$ cat config.mk
export PLATFORM = sky130hd
export DESIGN_NAME = controller_sequencer_flat
export DESIGN_NICKNAME = d
export VERILOG_FILES = /design/src/rtl/controller_sequencer_if.sv /design/src/rtl/controller_sequencer.sv /design/src/flat_wrapper.sv
export SDC_FILE = /design/constraint.sdc
export NUM_CORES = 1
export LEC_CHECK = 0
export BUFFER_PORTS_ARGS = -buffer_cell sky130_fd_sc_hd__buf_2
export CORE_UTILIZATION = 40
export DETAILED_ROUTE_END_ITERATION = 8
export MAX_ROUTING_LAYER = met4
export PLACE_DENSITY_LB_ADDON = 0.12
export SLEW_MARGIN = 10
export SYNTH_ARGS = -nofsm -noshare
export SYNTH_HDL_FRONTEND = slang
export SYNTH_SLANG_ARGS = --single-unit
$ cat constraint.sdc
create_clock -name clk_i -period 3.3 [get_ports clk_i]
set_clock_uncertainty 0.15 [all_clocks]
set_input_delay 0 -clock clk_i [delete_from_list [all_inputs] [get_ports clk_i]]
set_output_delay 0 -clock clk_i [all_outputs]
set_load 0.005 [all_outputs]
$ cat src/rtl/controller_sequencer_if.sv
// Instruction-side bundle of the SAP-1 controller-sequencer.
// The sequencer is the slave: it takes the opcode in and drives CON, T and HLT_N out.
interface controller_sequencer_if;
  logic [3:0]  opcode;
  logic [11:0] con;
  logic [5:0]  t;
  logic        hlt_n;

  modport master (output opcode, input con, t, hlt_n);
  modport slave  (input opcode, output con, t, hlt_n);
endinterface

$ cat src/rtl/controller_sequencer.sv
// SAP-1 controller-sequencer: a six-state one-hot ring (T1..T6) plus a sticky halt flag.
// The 12-bit control word is decoded combinationally from the ring state and the opcode.
module controller_sequencer (
  input  logic                   clk_i,
  input  logic                   clr_n_i,
  controller_sequencer_if.slave  bus
);

  // Control word bit order: {Cp, Ep, Lm_N, CE_N, Li_N, Ei_N, La_N, Ea, Su, Eu, Lb_N, Lo_N}
  localparam logic [11:0] CON_NOP     = 12'h3E3;
  localparam logic [11:0] CON_FETCH1  = 12'h5E3;
  localparam logic [11:0] CON_FETCH2  = 12'hBE3;
  localparam logic [11:0] CON_FETCH3  = 12'h263;
  localparam logic [11:0] CON_MEM_ADR = 12'h1A3;
  localparam logic [11:0] CON_LDA_T5  = 12'h2C3;
  localparam logic [11:0] CON_LD_B    = 12'h2E1;
  localparam logic [11:0] CON_ADD_T6  = 12'h3C7;
  localparam logic [11:0] CON_SUB_T6  = 12'h3CF;
  localparam logic [11:0] CON_OUT_T4  = 12'h3F2;

  localparam logic [3:0] OP_LDA = 4'b0000;
  localparam logic [3:0] OP_ADD = 4'b0001;
  localparam logic [3:0] OP_SUB = 4'b0010;
  localparam logic [3:0] OP_OUT = 4'b1110;
  localparam logic [3:0] OP_HLT = 4'b1111;

  typedef enum logic [5:0] {
    T1 = 6'b000001,
    T2 = 6'b000010,
    T3 = 6'b000100,
    T4 = 6'b001000,
    T5 = 6'b010000,
    T6 = 6'b100000
  } state_e;

  state_e      state_q, state_d;
  logic        halt_q, halt_d;
  logic [11:0] con_w;

  always_ff @(posedge clk_i or negedge clr_n_i) begin
    if (!clr_n_i) begin
      state_q <= T1;
      halt_q  <= 1'b0;
    end else begin
      state_q <= state_d;
      halt_q  <= halt_d;
    end
  end

  // Once halted the ring parks on T5 until reset.
  always_comb begin
    state_d = state_q;
    halt_d  = halt_q;
    if (!halt_q) begin
      case (state_q)
        T1: state_d = T2;
        T2: state_d = T3;
        T3: state_d = T4;
        T4: begin
          state_d = T5;
          if (bus.opcode == OP_HLT) halt_d = 1'b1;
        end
        T5: state_d = T6;
        T6: state_d = T1;
        default: state_d = T1;
      endcase
    end
  end

  always_comb begin
    con_w = CON_NOP;
    case (state_q)
      T1: con_w = CON_FETCH1;
      T2: con_w = CON_FETCH2;
      T3: con_w = CON_FETCH3;
      T4: begin
        case (bus.opcode)
          OP_LDA, OP_ADD, OP_SUB: con_w = CON_MEM_ADR;
          OP_OUT:                 con_w = CON_OUT_T4;
          default:                con_w = CON_NOP;
        endcase
      end
      T5: begin
        case (bus.opcode)
          OP_LDA:         con_w = CON_LDA_T5;
          OP_ADD, OP_SUB: con_w = CON_LD_B;
          default:        con_w = CON_NOP;
        endcase
      end
      T6: begin
        case (bus.opcode)
          OP_ADD:  con_w = CON_ADD_T6;
          OP_SUB:  con_w = CON_SUB_T6;
          default: con_w = CON_NOP;
        endcase
      end
      default: con_w = CON_NOP;
    endcase
    // Reset overrides the T1 decode so no Ep/Lm_N pulse leaks out while CLR_N is low.
    if (!clr_n_i || halt_q) con_w = CON_NOP;
  end

  assign bus.con   = con_w;
  assign bus.t     = state_q;
  assign bus.hlt_n = ~halt_q;

endmodule

$ cat src/flat_wrapper.sv
// flat-port wrapper written by rule: the top's interface ports become plain ports
module controller_sequencer_flat 
  (clk_i, clr_n_i, bus_opcode, bus_con, bus_t, bus_hlt_n);
  controller_sequencer_if bus_i ();
  input  logic clk_i;
  input  logic clr_n_i;
  input wire logic [$bits(bus_i.opcode)-1:0] bus_opcode;
  output wire logic [$bits(bus_i.con)-1:0] bus_con;
  output wire logic [$bits(bus_i.t)-1:0] bus_t;
  output wire logic [$bits(bus_i.hlt_n)-1:0] bus_hlt_n;
  assign bus_i.opcode = bus_opcode;
  assign bus_con = bus_i.con;
  assign bus_t = bus_i.t;
  assign bus_hlt_n = bus_i.hlt_n;
  controller_sequencer u_core (.clk_i(clk_i), .clr_n_i(clr_n_i), .bus(bus_i));
endmodule
After elaboration in Yosys (flattened, before gate mapping)
Cells that the tools add are included.

operators by class
  bitwise gates (word level) = 1
  equality and inequality tests = 10
  multiplexer cells = 9
  reduce and logical (&&, ||, !) cells = 5

operators with widths
  cell                                                                    count
  12-bit one-hot mux with 6 select lines                                  1
  6-bit one-hot mux with 5 select lines                                   1
  10-bit one-hot mux with 2 select lines                                  1
  9-bit one-hot mux with 2 select lines                                   1
  12-bit 2-to-1 mux                                                       1
  6-bit one-hot mux with 2 select lines                                   1
  4-bit equality test (second input constant)                             2
  6-bit by 1-bit equality test with 1-bit output (second input constant)  1
  6-bit by 2-bit equality test with 1-bit output (second input constant)  1
  6-bit by 3-bit equality test with 1-bit output (second input constant)  1
  6-bit by 4-bit equality test with 1-bit output (second input constant)  1
  6-bit by 5-bit equality test with 1-bit output (second input constant)  1
  6-bit equality test (second input constant)                             1
  4-bit by 1-bit equality test with 1-bit output (second input constant)  1
  4-bit by 2-bit equality test with 1-bit output (second input constant)  1
  4-bit zero test                                                         1
  1-bit 2-to-1 mux                                                        3
  3-bit OR reduction                                                      1
  2-bit OR reduction                                                      1
  1-bit zero test                                                         1
  1-bit logical OR                                                        1
  1-bit NOT                                                               1

storage, ports and cells
  register bits after elaboration = 7

Depth between registers and ports, before layout
  depth after elaboration = 5
  gate-level depth with buffers = 4
  depth with buffers taken out = 3

Worst setup path before layout
OpenSTA, ideal clock, no wires.

  kind = register -> output
  from = register u_core.state_q[3], in the netlist u_core.bus.t[3]
  to = output port bus_con[1]
  buffers on the path = 1
  cell stages (with the launch flop) = 5
  data arrival time = 1842 ps
  path slack = 1308 ps
  cell sequence = dfrtp_1 > buf_6 > or4_4 > or4_4 > or3_1

on the way
  cells in the longest elaborated chain, start to end = 3

RTL lines
  item                                         RTL line                     RTL
  from (decl)                                  controller_sequencer.sv:36   state_e state_q, state_d;
  from (signal assigned)                       controller_sequencer.sv:45   state_q <= state_d;
  6-bit equality test (tied with other cells)  controller_sequencer.sv:72   case (state_q)
  12-bit one-hot mux with 6 select lines *     controller_sequencer.sv:72
  12-bit 2-to-1 mux *                          controller_sequencer.sv:100  if (!clr_n_i || halt_q) con_w = CON_NOP;
  to (decl)                                    flat_wrapper.sv:8            output wire logic [$bits(bus_i.con)-1:0] bus_con;

Every way passes the cells marked *; elsewhere a longest branch is shown, timed or not.

Worst setup path after layout
  from = register u_core.state_q[2], in the netlist u_core.bus.t[2]
  to = output port bus_con[1]

Same word-level chain as after synthesis.

==> metrics.txt <==
Min Hold Slack 0.103 ns; PortBufs 24; fin. max-slew vios 0; detailed placer's ending HPWL 1.02 mm; Lkg Pwr 0.306 nW; power density over cell area 241 nW/um^2; Seq/Total Area, Yosys 0.311; number of flops mapped to enable cells by yosys 0; Worst R2R End u_core.bus.t[0]$_DFFE_PN1N_; ANT nets after route 0; WL/cell 12.7 microns; proportion of layout cells with a drive suffix above 1 0.340; Yosys top cell area share 0.265; Total GRT Usage 0.209; initial antenna violation count 0; CTS clk-pin slew, worst paths 0.04 ns; Area after DPL 676 sq um; RSZ-0062 raised after global routing false; final wirelength 1.42 mm; largest cells by area after synthesis dfrtp_1, nor3_1, dfstp_2; Synth Cell Area 567 sq um; most frequent cells in the layout buf_2, nor3_1, nand2_1; clk_lat worst skew 0.25 ns; Placed Instances 104; Avg Cell Area, Syn 7.98 sq um; final core utilization 0.563; crit start category flip-flop; setup tns final 0 ns; Yosys top cell by area dfrtp_1; Die W 39.6 microns; Period minus WS final 2.39 ns; diodes inserted 0; Pre-antenna DRT Iters 3; worst reg2reg setup slack 1.64 ns; CTS tree done; Ys Warns 0; CP Data Arrival Time 2.24 ns; CP endpoint kind output pin; Max-Slew Margin vs Limit 0.711; launch point of the worst path u_core.bus.t[2]$_DFFE_PN0N_; GRT overflow 0; commonest non-fill, non-tap cell in the layout buf_2; FF-to-FF path depth 3; Cell Count, Final, Fillers Out 112; Crit Path Class reg2out; worst r2r src u_core.bus.t[4]$_DFFE_PN0N_; final hold viol count 0; Yosys reg bits 7; Max Freq 0.419 GHz; Starting Density 0.430; clk root buf clkbuf_4; largest net degree at the start of global routing 14; # hold bufs at CTS 4; crit share post-route 0.724; Tightest Hold Check Type in2async; Worst EP required 3.15 ns; Post-synth top flop dfrtp_1; Int Pwr 139 uW; cell count after synthesis 71; # IOs 25; area grow syn2layout 30.9%; Die ar. 1570 sq um; CTS sink count 7; first-pass GRT wire length 2.08 mm; Comb power frac 0.089; clock share of power 0.428; CTS Buffer Depth 2; 1st-iter DRT viols 11; post-CTS setup buffer count 0; Die H 39.6 microns; Slew @ Worst Pin 0.430 ns; vias in the first global route 469; Flop pwr share 0.482; switching share of power 0.219; final setup violating endpoints 0; row count 13; H-tree levels 1; Post-route DRC 0; status finished clean; VDD IR max 0.271 mV; max-cap violation count 0; NumNets Final 104; CP Max Fanout 12; DR vias 619; Netlist cell types 29; Async S/R FF share, synth 1.00; post-route cell area 742 sq um; Syn Nets 77; CTS resizes 0; Sw Pwr 39.2 uW; Core Area 1320 sq um; cts bufs inserted 3; vias per cell 5.53; RePlAce Congestion 0.816
[through the flow]
step	setup WS, ns	total power [mW]
2_1_floorplan	1.31	0.0914
3_3_place_gp	1.20	0.100
3_5_place_dp	1.18	0.100
4_1_cts	0.908	0.180
5_1_grt	0.827	0.189
6_report	0.912	0.178
[flip-flops by register name (all words and copies together) (netlist names)]
signal,flops
u_core.bus.t,6
u_core.halt_q,1
[area by class of cell]
class                      count  area (sq um)
inverter                       2          7.51
multi-input combinational     56           353
clock buffer                   4          26.3
tap                           15          18.8
timing repair buffer          28           160
sequential                     7           176
fill                         135           576
[power groups by stage]
stage / logic [mW] / clock network [mW] / registers [mW]
final: 0.0160 / 0.0764 / 0.0861
after global routing: 0.0177 / 0.0850 / 0.0859
after CTS: 0.0161 / 0.0784 / 0.0861
after detailed placement: 0.0125 / 0 / 0.0874
after global placement: 0.0126 / 0 / 0.0874
after floorplan: 0.00396 / 0 / 0.0874
[per-layer routing]
layer / GRT usage / part of all wire
met1: 0.257 / 0.50
met2: 0.316 / 0.46
met3: 0.0852 / 0.042
met4: 0.0517 / 0
met5: - / 0
[worst max-delay path, cell delays in order (launching register included)]
cell and delay [ns]:
dfrtp_1 0.48, or4_4 0.58, or4_4 0.44, or3_1 0.37, buf_2 0.13
[worst max path at each step]
stage                     slack (ns)  cells past startpoint          to
final                           0.91                      4  bus_con[1]
after global routing            0.83                      4  bus_con[1]
after floorplan                 1.31                      4  bus_con[1]
after detailed placement        1.18                      4  bus_con[1]
after global placement          1.20                      4  bus_con[1]
after CTS                       0.91                      4  bus_con[1]
[cell families (layout without fill, tap and decap cells)]
family,count (synthesis),in the layout,synth area share
simple gates,39,39,0.395
buf+inv,8,34,0.0662
compound gates,14,14,0.179
xor+xnor,2,2,0.0309
flops,7,7,0.311
mux,1,1,0.0177
[cell usage after synthesis, types with 2 or more instances]
cell / instances
a2111oi_0: 2
clkbuf_1: 5
dfrtp_1: 6
inv_1: 2
nand2_1: 7
nand2b_1: 4
nand3_1: 3
nand4_1: 2
nor2_1: 5
nor3_1: 7
o21ai_0: 4
or3_1: 2
or4_1: 3
or4_4: 2
or4b_2: 2
xnor2_1: 2
Note: power is estimated with default switching activity, not from simulation.
